[src/rtl/neuron_backprop.sv]
// rtl/neuron_backprop.sv - backward pass and SGD update for a two-input Q16.16 neuron
// Optional macro BACKPROP_SATURATE_EN: saturating multiply and subtract instead of wrap.
module neuron_backprop #(
  parameter logic signed [31:0] W1_INIT = 32'sd32768,
  parameter logic signed [31:0] W2_INIT = 32'sd22937,
  parameter logic signed [31:0] B_INIT  = 32'sd32768,
  parameter int                 FRAC    = 16
) (
  input  logic               clk,
  input  logic               rst_n,
  input  logic               load_en,
  input  logic signed [31:0] ld_w1,
  input  logic signed [31:0] ld_w2,
  input  logic signed [31:0] ld_b,
  input  logic               in_valid,
  output logic               in_ready,
  input  logic signed [31:0] x1,
  input  logic signed [31:0] x2,
  input  logic signed [31:0] grad,
  input  logic signed [31:0] lr,
  output logic               out_valid,
  input  logic               out_ready,
  output logic signed [31:0] dx1,
  output logic signed [31:0] dx2,
  output logic signed [31:0] w1,
  output logic signed [31:0] w2,
  output logic signed [31:0] b
);

  typedef enum logic [2:0] {
    IDLE  = 3'd0,
    SCALE = 3'd1,
    DX1   = 3'd2,
    DX2   = 3'd3,
    UPDW1 = 3'd4,
    UPDW2 = 3'd5,
    DONE  = 3'd6
  } state_t;

  state_t state, state_next;

  logic signed [31:0] x1_q, x2_q, grad_q, lr_q, g_q;
  logic signed [31:0] mul_a, mul_b, mul_res;
  logic signed [63:0] a64, b64, prod;

  // a - c, clamped to the signed 32-bit range when saturation is built in
  function automatic logic signed [31:0] sub_op(input logic signed [31:0] a,
                                                input logic signed [31:0] c);
`ifdef BACKPROP_SATURATE_EN
    logic signed [32:0] d;
    d = {a[31], a} - {c[31], c};
    if (d[32] != d[31]) return d[32] ? 32'sh80000000 : 32'sh7FFFFFFF;
    return d[31:0];
`else
    return a - c;
`endif
  endfunction

  assign in_ready  = (state == IDLE);
  assign out_valid = (state == DONE);

  // Shared multiplier: full 64-bit signed product, floor shift by FRAC
  assign a64  = mul_a;
  assign b64  = mul_b;
  assign prod = a64 * b64;

`ifdef BACKPROP_SATURATE_EN
  logic signed [63:0] prod_sh;
  assign prod_sh = prod >>> FRAC;
  // Clamp when the shifted product does not fit in 32 signed bits
  always_comb begin
    mul_res = prod_sh[31:0];
    if (prod_sh[63:31] != {33{prod_sh[63]}})
      mul_res = prod_sh[63] ? 32'sh80000000 : 32'sh7FFFFFFF;
  end
`else
  assign mul_res = 32'(prod >>> FRAC);
`endif

  // State register
  always_ff @(posedge clk or negedge rst_n) begin
    if (!rst_n) state <= IDLE;
    else        state <= state_next;
  end

  // Next-state sequencing and multiplier operand selection per step
  always_comb begin
    state_next = state;
    mul_a      = '0;
    mul_b      = '0;
    case (state)
      IDLE:  if (in_valid) state_next = SCALE;
      SCALE: begin mul_a = lr_q;   mul_b = grad_q; state_next = DX1;   end
      DX1:   begin mul_a = grad_q; mul_b = w1;     state_next = DX2;   end
      DX2:   begin mul_a = grad_q; mul_b = w2;     state_next = UPDW1; end
      UPDW1: begin mul_a = g_q;    mul_b = x1_q;   state_next = UPDW2; end
      UPDW2: begin mul_a = g_q;    mul_b = x2_q;   state_next = DONE;  end
      DONE:  if (out_ready) state_next = IDLE;
      default: state_next = IDLE;
    endcase
  end

  // Datapath: sample capture, parameter loads, gradient results and weight updates
  always_ff @(posedge clk or negedge rst_n) begin
    if (!rst_n) begin
      w1     <= W1_INIT;
      w2     <= W2_INIT;
      b      <= B_INIT;
      dx1    <= '0;
      dx2    <= '0;
      x1_q   <= '0;
      x2_q   <= '0;
      grad_q <= '0;
      lr_q   <= '0;
      g_q    <= '0;
    end else begin
      case (state)
        IDLE: begin
          if (load_en) begin
            w1 <= ld_w1;
            w2 <= ld_w2;
            b  <= ld_b;
          end
          if (in_valid) begin
            x1_q   <= x1;
            x2_q   <= x2;
            grad_q <= grad;
            lr_q   <= lr;
          end
        end
        SCALE: g_q <= mul_res;
        DX1:   dx1 <= mul_res;
        DX2:   dx2 <= mul_res;
        UPDW1: begin
          w1 <= sub_op(w1, mul_res);
          b  <= sub_op(b, g_q);
        end
        UPDW2: w2 <= sub_op(w2, mul_res);
        default: ;
      endcase
    end
  end

endmodule

[config.mk]
export PLATFORM = sky130hd
export DESIGN_NAME = neuron_backprop
export DESIGN_NICKNAME = d
export VERILOG_FILES = /design/src/rtl/neuron_backprop.sv
export SDC_FILE = /design/constraint.sdc
export NUM_CORES = 2
export LEC_CHECK = 0
export BUFFER_PORTS_ARGS = -buffer_cell sky130_fd_sc_hd__buf_2
export CORE_MARGIN = 5
export CORE_UTILIZATION = 60
export CTS_CLUSTER_DIAMETER = 150
export DETAILED_ROUTE_END_ITERATION = 7
export GPL_TIMING_DRIVEN = 0
export PLACE_DENSITY_LB_ADDON = 0.1
export SYNTH_ARGS = -nofsm -noshare
export SYNTH_HDL_FRONTEND = slang
export SYNTH_SLANG_ARGS = --single-unit
[constraint.sdc]
create_clock -name clk -period 23.3 [get_ports clk]
set_input_delay 2.33 -clock clk [delete_from_list [all_inputs] [get_ports clk]]
set_output_delay 2.33 -clock clk [all_outputs]
set_load 0.01 [all_outputs]
==> impl_metrics.json <==
{
  "antenna_found_initial": 16,
  "clock_latency_ns": 0.60,
  "synth-edff-count": 0,
  "clk_path_buf_depth": 3,
  "postCtsSetupRepairBufs": 0,
  "cpMaxStageDelayCell": "clkbuf_1",
  "timing_worst_setup_path_type": "flop to flop",
  "hold_viol_final": 0,
  "required_ns": 23.76,
  "gr-total-overflow": 0,
  "wl_um": 192500,
  "io_pins": 391,
  "ant_nets": 0,
  "synthSimpleGateAreaFrac_pct": 14.00,
  "drc_errors": 0,
  "worst_pin_slew_ns": 1.732,
  "final_layout_size_suffix_gt1_share_pct": 12.20,
  "setup_viol": 0,
  "maxCapViolCount": 7,
  "grt_max_degree": 101,
  "viasPerCell": 6.290,
  "core_sq_mm": 0.07747,
  "maxSlewHeadroom_pct": -15.44,
  "rows": 102,
  "crit_path_start_kind": "flop",
  "drtIter0Drc": 5261,
  "synth_ff_type": "dfrtp_1",
  "synth-seq-area-share_pct": 17.26,
  "maxSlewViolCount": 62,
  "hold_buffers": 0,
  "whs_path_depth": 2,
  "syn-cell-area_sq_mm": 0.04690,
  "multi_input_comb_area_sq_mm": 0.03444,
  "cpMostUsedCell": "fa_1",
  "synth_compound_area_share_pct": 10.17,
  "synthTopCellsByArea": "fa_1 36%, dfrtp_1 17%, inv_1 7.3%, ha_1 6.1%, nor2_1 5.9%",
  "rsz0062_at_grt": "false",
  "synth_xor_area_share_pct": 2.593,
  "arrival_ns": 18.89,
  "grt_pass1_vias": 43050,
  "cts_resized": 0,
  "die_y_um": 289.6,
  "end_kind": "flop",
  "yosysMostFrequentCell": "inv_1",
  "port_buffers": 390,
  "synth.area.mux_share_pct": 4.013,
  "yosysTopAreaCell": "fa_1",
  "first_pass_iters": 6,
  "syn-num-nets": 6516,
  "cp_max_fo": 10,
  "skew_ns": 0.04154,
  "synth_common_cells": "912 x inv_1, 841 x fa_1, 733 x nor2_1, 589 x nand2_1, 313 x dfrtp_1",
  "fillerInstances": 6639,
  "hp-class": "flop to flop",
  "cts.htree.levels": 2,
  "min_period_ns": 18.43,
  "numCtsBuffers": 35,
  "tritoncts": "built",
  "period_share_pct": 79.09,
  "grt_pass1_wl_um": 281200,
  "synth_fa_ha_area_share_pct": 42.39,
  "grt.total_usage_pct": 46.34,
  "gp_congestion": 1.045,
  "yosys_warnings": 0,
  "violations": "capacitance limit, slew limit",
  "syn_inst": 5216,
  "ys_ff_latch": 323,
  "initial_utilization_pct": 60.54,
  "dieArea_sq_mm": 0.08385,
  "clkTransAtPathRegs_ns": 0.06,
  "synth_cell_type_count": 93,
  "synth_top_family_by_area": "adder cells",
  "regArea_sq_mm": 0.008095,
  "fmax_mhz": 54.26,
  "die_w_um": 289.6,
  "wire_per_inst_um": 28.56,
  "dp_hpwl_um": 161100,
  "cts_root_buf": "clkbuf_16",
  "numClockSinks": 323,
  "async_reset_ff_share_pct": 100.0,
  "nNetsFinal": 6961,
  "syn2layout_area_growth_pct": 10.19,
  "fin_tns_setup_ns": 0,
  "rr_worst_depth": 49,
  "run_status": "finished, violations left",
  "synth.top_cell.area_share_pct": 35.90,
  "avgSynthCellArea_sq_um": 8.991,
  "vias": 42390,
  "max_stage_delay_ns": 0.95
}
through the flow:
stage	setup slack [ns]	util, %	instances	cell area (sq um)	hold slack [ns]
CTS	5.488	66.65	6726	51630	0.4782
global placement	5.319	64.74	6646	50150	0.4590
detailed placement	5.557	65.19	6663	50500	0.4658
finish	4.871	66.71	6739	51680	0.4772
global route	4.569	66.69	6734	51660	0.4906
floorplan	10.82	-	5216	46900	0.4498
kinds of logic (layout without fill, tap and decap cells):
group,Yosys count,in the layout
other,0,12
XOR/XNOR,138,138
buffers and inverters,1190,1661
adder cells (fa/ha/maj),1087,1087
flip-flops,323,323
AND/OR/NAND/NOR,1588,1588
multiplexers,169,169
AO/OA/AOI/OAI,721,721
metal layers:
layer	part of all wire, %	wire length [um]	global-route usage [%]
met3	13	24200	13.17
met2	42	81450	67.96
met4	8.6	16550	29.30
met1	36	70260	61.15
met5	0.016	30	0
final timing paths:
path / from / to / slack [ns]
min in group asynchronous: rst_n / dx2[31]$_DFFE_PN0N_ / 1.71
setup reg to reg: state[0]$_DFFE_PN0P_ / w1[30]$_DFFE_PN0P_ / 4.87
max in group asynchronous: rst_n / x2_q[10]$_DFFE_PN0P_ / 20.23
setup / recovery: state[0]$_DFFE_PN0P_ / w1[30]$_DFFE_PN0P_ / 4.87
hold / removal: dx2[0]$_DFFE_PN0N_ / dx2[0]$_DFFE_PN0N_ / 0.48
hold reg to reg: dx2[0]$_DFFE_PN0N_ / dx2[0]$_DFFE_PN0N_ / 0.48
worst max-delay path: cells and delay by family (launching register included):
| family | cells | cell delay [ns] |
|---|---|---|
| AOI/OAI and AO/OA | 13 | 4.32 |
| muxes | 1 | 0.55 |
| and+or+nand+nor | 10 | 1.66 |
| buffers and inverters | 12 | 5.62 |
| adders and majority gates | 12 | 5.32 |
| xor gates and xnor gates | 1 | 0.37 |
| DFF | 1 | 0.42 |
flip-flops by register name, indices dropped and copies added, names as in the netlist:
register	flops
b	32
dx1	32
dx2	32
g_q	32
grad_q	32
lr_q	32
state	3
w1	32
w2	32
x1_q	32
x2_q	32
layout by cell type (no fill, tap or decap), types with 26 or more instances in the layout:
master and instances:
buf_2 397, inv_1 912, a22oi_1 66, nor2_1 733, nor3_1 44, dfrtp_1 313, nand2_1 589, mux2_2 152
nand3_1 44, o21ai_0 196, a21oi_1 132, clkbuf_16 35, fa_1 841, o22ai_1 37, nand2b_1 41, xor2_1 32
and2_1 26, a31oi_1 44, and3_1 26, xnor2_1 104, clkbuf_1 263, ha_1 230
final cells by class:
type | instances | share of cell area [%]
multi-input combinational | 3703 | 66.64
clock inverter | 12 | 0.2688
timing repair buffer | 408 | 4.235
inverter | 913 | 6.632
buffer | 277 | 2.058
antenna | 12 | 0.05811
tap | 1040 | 2.518
clock buffer | 51 | 1.927
sequential | 323 | 15.67
Power is not shown: default switching activity piles up to over one toggle a cycle in this logic, so the estimate is an artifact.
